**src/rtl/vx_dispatch_router_if.sv**
```systemverilog
// vx_dispatch_router_if: request/response bus between requesters, the
// dispatch router and the downstream target. The master modport is the
// environment side (requesters plus downstream target). The slave modport is the
// router side.
interface vx_dispatch_router_if #(
  parameter int NUM_REQS = 4,
  parameter int ID_W     = 4,
  parameter int SIZE_W   = 8,
  parameter int CORE_W   = 2
);
  logic [NUM_REQS-1:0]        req_valid_in;
  logic [NUM_REQS*ID_W-1:0]   req_id_in;
  logic [NUM_REQS*SIZE_W-1:0] req_size_m1_in;
  logic [NUM_REQS*CORE_W-1:0] req_core_id_in;
  logic [NUM_REQS-1:0]        req_ready_in;
  logic                       req_valid_out;
  logic [ID_W-1:0]            req_id_out;
  logic [SIZE_W-1:0]          req_size_m1_out;
  logic [CORE_W-1:0]          req_core_id_out;
  logic                       req_ready_out;
  logic                       rsp_valid_in;
  logic [ID_W-1:0]            rsp_id_in;
  logic [NUM_REQS-1:0]        rsp_valid_out;
  logic [ID_W-1:0]            rsp_id_out;
  logic                       rsp_err;

  modport master (
    output req_valid_in, req_id_in, req_size_m1_in, req_core_id_in,
    output req_ready_out, rsp_valid_in, rsp_id_in,
    input  req_ready_in, req_valid_out, req_id_out, req_size_m1_out,
    input  req_core_id_out, rsp_valid_out, rsp_id_out, rsp_err
  );

  modport slave (
    input  req_valid_in, req_id_in, req_size_m1_in, req_core_id_in,
    input  req_ready_out, rsp_valid_in, rsp_id_in,
    output req_ready_in, req_valid_out, req_id_out, req_size_m1_out,
    output req_core_id_out, rsp_valid_out, rsp_id_out, rsp_err
  );
endinterface

```
**src/rtl/vx_dispatch_router.sv**
```systemverilog
// vx_dispatch_router: round-robin arbiter in front of a one-entry output
// register. An id owner table routes each completion back to the input that
// issued the id, and per-input pending counters limit outstanding requests.
// Optional feature: define VX_DISPATCH_ROUTER_PERF_EN to add the
// perf_stall_cycles port and counter.
module vx_dispatch_router #(
  parameter int NUM_REQS    = 4,
  parameter int ID_W        = 4,
  parameter int SIZE_W      = 8,
  parameter int CORE_W      = 2,
  parameter int MAX_PENDING = 4
) (
  input logic                clk,
  input logic                reset,
  vx_dispatch_router_if.slave bus
`ifdef VX_DISPATCH_ROUTER_PERF_EN
  , output logic [31:0]      perf_stall_cycles
`endif
);

  localparam int IDX_W   = (NUM_REQS > 1) ? $clog2(NUM_REQS) : 1;
  localparam int PEND_W  = $clog2(MAX_PENDING + 1);
  localparam int NUM_IDS = 1 << ID_W;

  // Round-robin pick: rotate the eligible vector so the pointer sits at bit 0,
  // take the first set bit, then map that bit back to an input index.
  function automatic logic [IDX_W:0] rr_pick(input logic [NUM_REQS-1:0] elig,
                                             input logic [IDX_W-1:0]    ptr);
    logic [2*NUM_REQS-1:0] dbl;
    logic [IDX_W:0]        sum;
    logic                  found;
    logic [IDX_W-1:0]      idx;
    dbl   = {elig, elig} >> ptr;
    found = 1'b0;
    idx   = {IDX_W{1'b0}};
    sum   = {(IDX_W+1){1'b0}};
    for (int j = 0; j < NUM_REQS; j++) begin
      if (!found && dbl[j]) begin
        found = 1'b1;
        sum   = {1'b0, ptr} + (IDX_W+1)'(j);
        if (sum >= (IDX_W+1)'(NUM_REQS)) begin
          sum = sum - (IDX_W+1)'(NUM_REQS);
        end else begin
          sum = sum;
        end
        idx = sum[IDX_W-1:0];
      end else begin
        found = found;
      end
    end
    return {found, idx};
  endfunction

  function automatic logic [NUM_REQS-1:0] to_onehot(input logic [IDX_W-1:0] idx);
    logic [NUM_REQS-1:0] oh;
    for (int i = 0; i < NUM_REQS; i++) begin
      oh[i] = (idx == IDX_W'(i));
    end
    return oh;
  endfunction

  logic [PEND_W-1:0]   pending_r [NUM_REQS];
  logic [NUM_IDS-1:0]  busy_r;
  logic [IDX_W-1:0]    owner_r [NUM_IDS];
  logic [IDX_W-1:0]    ptr_r;
  logic                req_valid_out_r;
  logic [ID_W-1:0]     req_id_out_r;
  logic [SIZE_W-1:0]   req_size_out_r;
  logic [CORE_W-1:0]   req_core_out_r;
  logic [NUM_REQS-1:0] rsp_valid_out_r;
  logic [ID_W-1:0]     rsp_id_out_r;
  logic                rsp_err_r;

  logic [NUM_REQS-1:0] eligible_s;
  logic [IDX_W:0]      pick_s;
  logic                grant_found_s;
  logic [IDX_W-1:0]    grant_idx_s;
  logic                out_free_s;
  logic                grant_fire_s;
  logic [NUM_REQS-1:0] req_ready_in_s;
  logic [ID_W-1:0]     sel_id_s;
  logic [SIZE_W-1:0]   sel_size_s;
  logic [CORE_W-1:0]   sel_core_s;
  logic [IDX_W:0]      ptr_inc_s;
  logic [IDX_W-1:0]    ptr_next_s;
  logic                rsp_hit_s;
  logic [NUM_REQS-1:0] rsp_oh_s;

  // Eligibility, arbitration and acceptance of the winning request.
  always_comb begin
    for (int i = 0; i < NUM_REQS; i++) begin
      eligible_s[i] = bus.req_valid_in[i]
                    && (pending_r[i] < PEND_W'(MAX_PENDING))
                    && !busy_r[bus.req_id_in[i*ID_W +: ID_W]];
    end
    pick_s         = rr_pick(eligible_s, ptr_r);
    grant_found_s  = pick_s[IDX_W];
    grant_idx_s    = pick_s[IDX_W-1:0];
    out_free_s     = !req_valid_out_r || bus.req_ready_out;
    grant_fire_s   = grant_found_s && out_free_s;
    if (grant_fire_s) begin
      req_ready_in_s = to_onehot(grant_idx_s);
    end else begin
      req_ready_in_s = {NUM_REQS{1'b0}};
    end
  end

  // Payload mux for the granted input and next pointer value.
  always_comb begin
    sel_id_s   = {ID_W{1'b0}};
    sel_size_s = {SIZE_W{1'b0}};
    sel_core_s = {CORE_W{1'b0}};
    for (int i = 0; i < NUM_REQS; i++) begin
      if (grant_idx_s == IDX_W'(i)) begin
        sel_id_s   = bus.req_id_in[i*ID_W +: ID_W];
        sel_size_s = bus.req_size_m1_in[i*SIZE_W +: SIZE_W];
        sel_core_s = bus.req_core_id_in[i*CORE_W +: CORE_W];
      end else begin
        sel_id_s = sel_id_s;
      end
    end
    ptr_inc_s = {1'b0, grant_idx_s} + (IDX_W+1)'(1);
    if (ptr_inc_s >= (IDX_W+1)'(NUM_REQS)) begin
      ptr_next_s = {IDX_W{1'b0}};
    end else begin
      ptr_next_s = ptr_inc_s[IDX_W-1:0];
    end
  end

  // Completion lookup: a hit needs a busy entry; its owner gets the one-hot bit.
  always_comb begin
    rsp_hit_s = bus.rsp_valid_in && busy_r[bus.rsp_id_in];
    if (rsp_hit_s) begin
      rsp_oh_s = to_onehot(owner_r[bus.rsp_id_in]);
    end else begin
      rsp_oh_s = {NUM_REQS{1'b0}};
    end
  end

  // One-entry output register: load on accepted grant, empty on drain.
  always_ff @(posedge clk or posedge reset) begin
    if (reset) begin
      req_valid_out_r <= 1'b0;
      req_id_out_r    <= {ID_W{1'b0}};
      req_size_out_r  <= {SIZE_W{1'b0}};
      req_core_out_r  <= {CORE_W{1'b0}};
    end else if (out_free_s) begin
      req_valid_out_r <= grant_fire_s;
      if (grant_fire_s) begin
        req_id_out_r   <= sel_id_s;
        req_size_out_r <= sel_size_s;
        req_core_out_r <= sel_core_s;
      end
    end
  end

  // Round-robin pointer moves past the input that won an accepted grant.
  always_ff @(posedge clk or posedge reset) begin
    if (reset) begin
      ptr_r <= {IDX_W{1'b0}};
    end else if (grant_fire_s) begin
      ptr_r <= ptr_next_s;
    end
  end

  // Per-input outstanding counters; a grant and a completion together cancel.
  always_ff @(posedge clk or posedge reset) begin
    if (reset) begin
      for (int i = 0; i < NUM_REQS; i++) pending_r[i] <= PEND_W'(0);
    end else begin
      for (int i = 0; i < NUM_REQS; i++) begin
        if (req_ready_in_s[i] && !rsp_oh_s[i]) begin
          pending_r[i] <= pending_r[i] + PEND_W'(1);
        end else if (rsp_oh_s[i] && !req_ready_in_s[i]) begin
          pending_r[i] <= pending_r[i] - PEND_W'(1);
        end
      end
    end
  end

  // Owner table: a completion frees its id; a grant claims a (different) free id.
  always_ff @(posedge clk or posedge reset) begin
    if (reset) begin
      busy_r <= {NUM_IDS{1'b0}};
      for (int k = 0; k < NUM_IDS; k++) owner_r[k] <= {IDX_W{1'b0}};
    end else begin
      if (rsp_hit_s) begin
        busy_r[bus.rsp_id_in] <= 1'b0;
      end
      if (grant_fire_s) begin
        busy_r[sel_id_s]  <= 1'b1;
        owner_r[sel_id_s] <= grant_idx_s;
      end
    end
  end

  // Registered completion routing and no-owner error pulse.
  always_ff @(posedge clk or posedge reset) begin
    if (reset) begin
      rsp_valid_out_r <= {NUM_REQS{1'b0}};
      rsp_id_out_r    <= {ID_W{1'b0}};
      rsp_err_r       <= 1'b0;
    end else begin
      rsp_valid_out_r <= rsp_oh_s;
      rsp_id_out_r    <= bus.rsp_id_in;
      rsp_err_r       <= bus.rsp_valid_in && !busy_r[bus.rsp_id_in];
    end
  end

`ifdef VX_DISPATCH_ROUTER_PERF_EN
  logic [31:0] perf_stall_r;

  // Saturating count of cycles where someone asked and nothing was accepted.
  always_ff @(posedge clk or posedge reset) begin
    if (reset) begin
      perf_stall_r <= 32'd0;
    end else if ((|bus.req_valid_in) && !grant_fire_s && (perf_stall_r != 32'hFFFF_FFFF)) begin
      perf_stall_r <= perf_stall_r + 32'd1;
    end
  end

  assign perf_stall_cycles = perf_stall_r;
`endif

  assign bus.req_ready_in    = req_ready_in_s;
  assign bus.req_valid_out   = req_valid_out_r;
  assign bus.req_id_out      = req_id_out_r;
  assign bus.req_size_m1_out = req_size_out_r;
  assign bus.req_core_id_out = req_core_out_r;
  assign bus.rsp_valid_out   = rsp_valid_out_r;
  assign bus.rsp_id_out      = rsp_id_out_r;
  assign bus.rsp_err         = rsp_err_r;

endmodule

```
**src/flat_wrapper.sv**
```systemverilog
// flat-port wrapper written by rule: the top's interface ports become plain ports
module vx_dispatch_router_flat 
#(
  parameter int NUM_REQS    = 4,
  parameter int ID_W        = 4,
  parameter int SIZE_W      = 8,
  parameter int CORE_W      = 2,
  parameter int MAX_PENDING = 4
)
  (clk, reset, bus_req_valid_in, bus_req_id_in, bus_req_size_m1_in, bus_req_core_id_in, bus_req_ready_out, bus_rsp_valid_in, bus_rsp_id_in, bus_req_ready_in, bus_req_valid_out, bus_req_id_out, bus_req_size_m1_out, bus_req_core_id_out, bus_rsp_valid_out, bus_rsp_id_out, bus_rsp_err);
  vx_dispatch_router_if #(.NUM_REQS(NUM_REQS), .ID_W(ID_W), .SIZE_W(SIZE_W), .CORE_W(CORE_W)) bus_i ();
  input logic clk;
  input logic reset;
  input wire logic [$bits(bus_i.req_valid_in)-1:0] bus_req_valid_in;
  input wire logic [$bits(bus_i.req_id_in)-1:0] bus_req_id_in;
  input wire logic [$bits(bus_i.req_size_m1_in)-1:0] bus_req_size_m1_in;
  input wire logic [$bits(bus_i.req_core_id_in)-1:0] bus_req_core_id_in;
  input wire logic [$bits(bus_i.req_ready_out)-1:0] bus_req_ready_out;
  input wire logic [$bits(bus_i.rsp_valid_in)-1:0] bus_rsp_valid_in;
  input wire logic [$bits(bus_i.rsp_id_in)-1:0] bus_rsp_id_in;
  output wire logic [$bits(bus_i.req_ready_in)-1:0] bus_req_ready_in;
  output wire logic [$bits(bus_i.req_valid_out)-1:0] bus_req_valid_out;
  output wire logic [$bits(bus_i.req_id_out)-1:0] bus_req_id_out;
  output wire logic [$bits(bus_i.req_size_m1_out)-1:0] bus_req_size_m1_out;
  output wire logic [$bits(bus_i.req_core_id_out)-1:0] bus_req_core_id_out;
  output wire logic [$bits(bus_i.rsp_valid_out)-1:0] bus_rsp_valid_out;
  output wire logic [$bits(bus_i.rsp_id_out)-1:0] bus_rsp_id_out;
  output wire logic [$bits(bus_i.rsp_err)-1:0] bus_rsp_err;
  assign bus_i.req_valid_in = bus_req_valid_in;
  assign bus_i.req_id_in = bus_req_id_in;
  assign bus_i.req_size_m1_in = bus_req_size_m1_in;
  assign bus_i.req_core_id_in = bus_req_core_id_in;
  assign bus_i.req_ready_out = bus_req_ready_out;
  assign bus_i.rsp_valid_in = bus_rsp_valid_in;
  assign bus_i.rsp_id_in = bus_rsp_id_in;
  assign bus_req_ready_in = bus_i.req_ready_in;
  assign bus_req_valid_out = bus_i.req_valid_out;
  assign bus_req_id_out = bus_i.req_id_out;
  assign bus_req_size_m1_out = bus_i.req_size_m1_out;
  assign bus_req_core_id_out = bus_i.req_core_id_out;
  assign bus_rsp_valid_out = bus_i.rsp_valid_out;
  assign bus_rsp_id_out = bus_i.rsp_id_out;
  assign bus_rsp_err = bus_i.rsp_err;
  vx_dispatch_router #(.NUM_REQS(NUM_REQS), .ID_W(ID_W), .SIZE_W(SIZE_W), .CORE_W(CORE_W), .MAX_PENDING(MAX_PENDING)) u_core (.clk(clk), .reset(reset), .bus(bus_i));
endmodule
```
**config.mk**
```make
export PLATFORM = sky130hd
export DESIGN_NAME = vx_dispatch_router_flat
export DESIGN_NICKNAME = d
export VERILOG_FILES = /design/src/rtl/vx_dispatch_router_if.sv /design/src/rtl/vx_dispatch_router.sv /design/src/flat_wrapper.sv
export SDC_FILE = /design/constraint.sdc
export NUM_CORES = 1
export LEC_CHECK = 0
export BUFFER_PORTS_ARGS = -buffer_cell sky130_fd_sc_hd__buf_2
export CELL_PAD_IN_SITES_DETAIL_PLACEMENT = 1
export CELL_PAD_IN_SITES_GLOBAL_PLACEMENT = 1
export CORE_MARGIN = 2
export CORE_UTILIZATION = 40
export CTS_BUF_LIST = sky130_fd_sc_hd__clkbuf_8 sky130_fd_sc_hd__clkbuf_16
export DETAILED_ROUTE_END_ITERATION = 10
export PLACE_DENSITY_LB_ADDON = 0.1
export SYNTH_ARGS = -nofsm -noshare
export SYNTH_HDL_FRONTEND = slang
export SYNTH_SLANG_ARGS = --single-unit
export TNS_END_PERCENT = 100
```
**constraint.sdc**
```tcl
create_clock -name clk -period 4.3 [get_ports clk]
set_input_delay 0.645 -clock clk [delete_from_list [all_inputs] [get_ports clk]]
set_output_delay 0.645 -clock clk [all_outputs]
set_load 0.1 [all_outputs]
```
* Word-level counts from Yosys, hierarchy flattened *
Cells that the tools add are included.

cells by class
  bitwise operators = 5
  equality and inequality tests = 6
  magnitude comparators = 20
  reductions and logical operators = 50
  $add $sub $neg = 16
  mux-type cells = 57
  shift-type cells = 1

operator list
  operator                                                                      number
  32-bit bitwise mux                                                            1
  16-bit two-way mux                                                            2
  2-bit two-way mux                                                             16
  8-bit two-way mux                                                             4
  4-bit by 5-bit less-than comparator with 1-bit output, second input constant  6
  1-bit logical AND                                                             25
  3-bit two-way mux                                                             8
  4-bit two-way mux                                                             6
  1-bit binary-select mux with 4-bit select                                     5
  1-bit zero test                                                               17
  16-bit bitwise AND                                                            1
  16-bit NOT                                                                    1
  16-bit OR                                                                     1
  3-bit by 1-bit adder with 3-bit output, second input constant                 4
  3-bit greater-or-equal comparator, second input constant                      4
  3-bit less-than comparator, second input constant                             4
  3-bit by 1-bit subtractor with 3-bit output, second input constant            4
  1-bit two-way mux                                                             11
  5-bit greater-or-equal comparator, second input constant                      2
  4-bit NOT with 5-bit output                                                   2
  2-bit binary-select mux with 4-bit select                                     1
  1-bit demux with 4-bit select                                                 2
  2-bit demux with 4-bit select                                                 1
  2-bit == test, second input constant                                          4
  12 further kinds                                                              23

word-level totals
  input bits = 68
  flip-flop bits (word level) = 86
  word-level logic and storage cells = 184

* Depth between registers and ports, before layout *
  depth in word-level cells = 26
  gate-level depth with buffers = 19
  gate-level depth less buffers = 14

* Worst setup path after synthesis *
OpenSTA, ideal clock, no wires.

  kind = input port to flip-flop
  from = input port bus_req_id_in[12]
  to = register u_core.pending_r[2] (netlist name)
  arrival = 5.522 ns
  stages = 18
  setup time = 0.079 ns
  slack = -1.302 ns
  path buffers = 5
  cells stage by stage = buf_6 -> mux4_1 -> mux4_2 -> nor3b_4 -> nor3_1 -> nor4_4 -> buf_4 -> ha_1 -> clkbuf_1 -> clkbuf_1 -> clkbuf_1 -> and2_1 -> ha_1 -> inv_1 -> fa_1 -> xor2_1 -> nor2_1 -> xor2_1

between the ends
  cells in the longest elaborated chain, start to end = 20
  elaborated cells between the ends (all ways) = 27

RTL lines
  what                                           RTL line                   RTL
  from (decl)                                    flat_wrapper.sv:15         input wire logic [$bits(bus_i.req_id_in)-1:0] bus_req_id_in;
  1-bit binary-select mux with 4-bit select *    vx_dispatch_router.sv:94   && !busy_r[bus.req_id_in[i*ID_W +: ID_W]];
  1-bit two-way mux (not written as such) *      vx_dispatch_router.sv:94
  1-bit zero test *                              vx_dispatch_router.sv:94
  1-bit logical AND *                            vx_dispatch_router.sv:94
  8-bit by 2-bit >> shifter with 4-bit output *  vx_dispatch_router.sv:33   dbl = {elig, elig} >> ptr;
  1-bit two-way mux                              vx_dispatch_router.sv:38   if (!found && dbl[j]) begin
  1-bit zero test                                vx_dispatch_router.sv:38
  1-bit logical AND                              vx_dispatch_router.sv:38
  [6 not listed]                                 --
  2-bit two-way mux *                            vx_dispatch_router.sv:38
  net u_core.grant_idx_s[1]                      vx_dispatch_router.sv:77   logic [IDX_W-1:0] grant_idx_s;
  2-bit == test *                                vx_dispatch_router.sv:57   oh[i] = (idx == IDX_W'(i));
  4-bit two-way mux *                            vx_dispatch_router.sv:101  if (grant_fire_s) begin
  net bus_req_ready_in[3]                        flat_wrapper.sv:21         output wire logic [$bits(bus_i.req_ready_in)-1:0] bus_req_ready_in;
  1-bit zero test                                vx_dispatch_router.sv:174  end else if (rsp_oh_s[i] && !req_ready_in_s[i]) begin
  1-bit logical AND                              vx_dispatch_router.sv:174
  2-bit nonzero test (no source line)            --
  to (signal, indexed assignment)                vx_dispatch_router.sv:173  pending_r[i] <= pending_r[i] + PEND_W'(1);
  to (signal, indexed assignment)                vx_dispatch_router.sv:175  pending_r[i] <= pending_r[i] - PEND_W'(1);
  to (decl)                                      vx_dispatch_router.sv:62   logic [PEND_W-1:0] pending_r [NUM_REQS];

The timed path passes the listed nets; every way through them passes the cells marked *. The select of a mux whose other input is x is not followed.
A chain may end at the register's enable or synchronous reset.

* Final worst setup path *
  from = register u_core.busy_r[7]
  to = register u_core.owner_r[29] (netlist name)

between the ends
  cells in the longest elaborated chain, start to end = 26
  elaborated cells between the ends (all ways) = 47

RTL lines
  what                                                                                                                              RTL line                   RTL
  from (decl)                                                                                                                       vx_dispatch_router.sv:63   logic [NUM_IDS-1:0] busy_r;
  from (signal assigned)                                                                                                            vx_dispatch_router.sv:184  busy_r <= {NUM_IDS{1'b0}};
  1-bit binary-select mux with 4-bit select                                                                                         vx_dispatch_router.sv:94
  1-bit two-way mux (not written as such)                                                                                           vx_dispatch_router.sv:94
  1-bit zero test                                                                                                                   vx_dispatch_router.sv:94
  1-bit logical AND                                                                                                                 vx_dispatch_router.sv:94
  8-bit by 2-bit >> shifter with 4-bit output *                                                                                     vx_dispatch_router.sv:33
  1-bit two-way mux                                                                                                                 vx_dispatch_router.sv:38
  1-bit zero test                                                                                                                   vx_dispatch_router.sv:38
  1-bit logical AND                                                                                                                 vx_dispatch_router.sv:38
  [7 not listed]                                                                                                                    --
  2-bit zero test                                                                                                                   vx_dispatch_router.sv:114  if (grant_idx_s == IDX_W'(i)) begin
  4-bit two-way mux (4 in a row)                                                                                                    vx_dispatch_router.sv:114
  4-bit NOT with 5-bit output (not written as such)                                                                                 vx_dispatch_router.sv:192  owner_r[sel_id_s] <= grant_idx_s;
  5-bit greater-or-equal comparator (not written as such) or 5-bit by 1-bit less-than comparator with 1-bit output (tied branches)  vx_dispatch_router.sv:192
  1-bit logical AND (not written as such)                                                                                           vx_dispatch_router.sv:192
  2-bit two-way mux (not written as such)                                                                                           vx_dispatch_router.sv:192
  2-bit demux with 4-bit select                                                                                                     vx_dispatch_router.sv:192
  32-bit bitwise mux                                                                                                                vx_dispatch_router.sv:192
  to (signal, indexed assignment)                                                                                                   vx_dispatch_router.sv:192
  to (decl)                                                                                                                         vx_dispatch_router.sv:64   logic [IDX_W-1:0] owner_r [NUM_IDS];

Every way passes the cells marked *; elsewhere a longest branch is shown, timed or not. The select of a mux whose other input is x is not followed.

==> flow_summary_export.csv <==
group,metric,value,unit
status,status,"finished with violations",
status,violations,"setup timing",
yosys,syn_area,5330,um^2
timing,tightest_slew,0.971,ns
floorplan,num_rows,42,
timing,finalHoldViolCount,0,
power_and_ir_drop,power_switching,3090,uW
final_layout,finalNetCount,699,
setup_path,r2r_start,"u_core.busy_r[7]",
floorplan,start_util,0.406,
yosys,synthCells,434,
timing,skew,0.00691,ns
timing,rsz0062_at_grt,"yes",
global_route,grt_max_degree,52,
final_layout,drive_gt1_frac,0.570,
power_and_ir_drop,seqPwrFrac,0.224,
power_and_ir_drop,leakagePower,0.00337,uW
hold_path,hold_start,"u_core.pending_r[11]",
place,dp.cells,747,
setup_path,worstSetupStartpoint,"u_core.busy_r[7]",
drt,vias,4483,
timing,finalCritPeriodShare,1.02,
setup_path,reg2reg_slack,-0.1,ns
setup_path,startpoint_type,"flop",
drt,drt_iter0_drc,258,
global_route,gr-total-overflow,0,
yosys,synthTopCellsByArea,"dfrtp_1 40%, mux4_2 13%, mux2_2 5.7%",
final_layout,final_cells,799,
timing,setup_viol,26,
final_layout,area_delta_synth_final,39.1,%
hold_path,holdCritPathClass,"reg2reg",
global_route,grt_pass1_wl,27.0,mm
final_layout,antenna_cells,0,
timing,period_needed,4.40,ns
cts,clkTransAtPathRegs,0.06,ns
setup_path,crit_type,"reg2reg",
cts,htreeDepth,3,
flow_run,maxCapViolations,0,
setup_path,crit_fanout,6,
floorplan,die-width,119,um
yosys,synth_top_cell_area_share,0.404,
yosys,postSynthAreaPerCell,12.3,um^2
final_layout,fillers,1386,
power_and_ir_drop,p_int,3600,uW
setup_path,crit_required,4.53,ns
yosys,yosysSeqAreaShare,0.404,
floorplan,core,13100,um^2
drt,ant_nets,0,
place,dp_hpwl,12.6,mm
yosys,yosys_warnings,0,
global_route,grt_use_total,0.251,
floorplan,ios,96,
drt,wl_per_cell,22.4,um
timing,fin_ws,-0.100,ns
drt,wl,17.9,mm
cts,cts-root-buf,"clkbuf_16",
yosys,synth-edff-count,0,
power_and_ir_drop,p_clk_frac,0.115,
cts,cts_hold_buf,0,
global_route,grt_pass1_vias,4681,
timing,relSlewSlack,0.353,
setup_path,r2r_cells,15,
cts,numClockSinks,86,
drt,drc,0,
drt,dr.pass1.iters,4,
place,portBuffers,95,
yosys,syn_nets,514,
drt,post_drt_via_cell_ratio,5.61,
cts,numCtsBuffers,9,
yosys,synthArstFlopShare,1.00,
yosys,synth_ff_type,"dfrtp_1",
cts,clock_path_buffers,2,
place,gp_congestion,0.829,
setup_path,end_kind,"flop",
yosys,ys_types,56,
timing,timing.fmax,0.227,GHz
place,pre_cts_ws,-0.441,ns
power_and_ir_drop,swShare,0.462,
power_and_ir_drop,p_comb_frac,0.661,
floorplan,die_area,14300,um^2
setup_path,arrival,4.63,ns
power_and_ir_drop,ir_drop,0.363,mV
yosys,synth_top_area_cell,"dfrtp_1",
floorplan,die_h,119,um
power_and_ir_drop,p_total,6690,uW
global_route,antenna_found_initial,0,
cts,cts_tree,"done",
setup_path,cp-endpoint,"u_core.owner_r[29]",
power_and_ir_drop,p_per_area,902,nW/um^2
setup_path,r2r_end,"u_core.owner_r[29]",
cts,insertion_delay,0.35,ns
timing,finalMaxSlewViolations,0,
yosys,synth_seq_cells,86,
## synth_stat cells, types with 9 or more instances
cell type,n
dfrtp_1,86
mux4_2,30
a221o_1,10
a21o_1,18
nand4_1,16
mux2_2,27
a21oi_4,9
mux2_1,18
o21ai_0,20
a21oi_1,10
clkbuf_1,17
inv_1,14
nand2_1,35
## per-stage QoR
stage	hold slack, ns	util	area, um^2	setup TNS (ns)
2_1_floorplan	0.433	-	5580	-9.34
3_3_place_gp	0.450	0.506	6640	-13.55
3_5_place_dp	0.460	0.506	6640	-17.76
4_1_cts	0.472	0.546	7170	-0.563
5_1_grt	0.500	0.564	7410	-7.11
6_report	0.473	0.564	7410	-1.17
## cell usage in the layout (no fill, tap or decap), drive strengths merged, types with 6 or more instances in the layout
master and instances:
xor2 8, mux4 32, dfrtp 86, inv 15
a221o 10, buf 201, a21o 20, a21oi 19
nand4 16, nand3 6, and2 6, o21ai 20
mux2 53, nand3b 6, clkbuf 11, nor2 7
nor2b 8, ha 8, nand2 35
## what timing repair did
| action | in CTS | in global routing |
|---|---|---|
| resized for setup | 22 | 32 |
| setup buffers | 25 | 18 |
| gates cloned | 0 | 3 |
| setup endpoints to repair | 23 | 57 |
| pin swaps | 6 | 20 |
## state kept, by name, indices dropped and copies added (netlist names)
name and flops:
u_core.bus.rsp_valid_out 4, u_core.bus.rsp_id_out 4, u_core.bus.req_core_id_out 2, u_core.bus.req_size_m1_out 8, u_core.pending_r 12, u_core.ptr_r 2, u_core.bus.req_valid_out 1, u_core.bus.rsp_err 1
u_core.busy_r 16, u_core.bus.req_id_out 4, u_core.owner_r 32
## area by class of cell
| cell class | count | area, um^2 | area share |
|---|---|---|---|
| Multi-Input combinational cell | 305 | 3270 | 0.441 |
| Sequential cell | 86 | 2170 | 0.292 |
| Timing Repair Buffer | 203 | 1420 | 0.192 |
| Clock buffer | 9 | 225 | 0.0304 |
| Tap cell | 176 | 220 | 0.0297 |
| Clock inverter | 6 | 56.3 | 0.00759 |
| Inverter | 14 | 56.3 | 0.00759 |
## worst max-delay path, cell delays in order, from the launching register on
cell and delay, ns:
dfrtp_2 0.45, mux4_2 0.47, mux4_2 0.49, nor3b_4 0.24, buf_6 0.14, nor3_4 0.04
nor4_4 0.33, buf_4 0.17, inv_4 0.04, ha_4 0.17, nand3b_1 0.21, a311o_1 0.42
a211oi_4 0.35, nand4_1 0.22, a21oi_4 0.22, mux2_4 0.32
## kinds of logic after synthesis
group           share of synthesized area
flops                               0.404
xor+xnor                           0.0197
simple gates                        0.111
buf+inv                            0.0418
mux                                 0.258
fa+ha+maj                          0.0338
compound gates                      0.131
## metal layers
layer  wire, um  track usage  vias up
li1           -            -     1999
met5          0            0        -
met3        914       0.0517       21
met4        333       0.0647        0
met2       9250        0.434      130
met1       7390        0.322     2333
## worst min-delay path by stage
stage,depth (start not counted),endpoint,slack [ns]
floorplan,1,u_core.pending_r[11],0.43
global placement,1,u_core.pending_r[11],0.45
detailed placement,1,u_core.pending_r[11],0.46
CTS,1,u_core.pending_r[11],0.47
global route,1,u_core.pending_r[11],0.50
finish,1,u_core.pending_r[11],0.47
## power groups by stage
stage	registers, uW	clock network (uW)	logic, uW
finish	1500	771	4420
global route	1540	820	4700
CTS	1480	788	4100
detailed placement	1510	0	3860
global placement	1480	0	3770
floorplan	1950	0	2310
No activity file was read; power rests on OpenSTA's default activity.
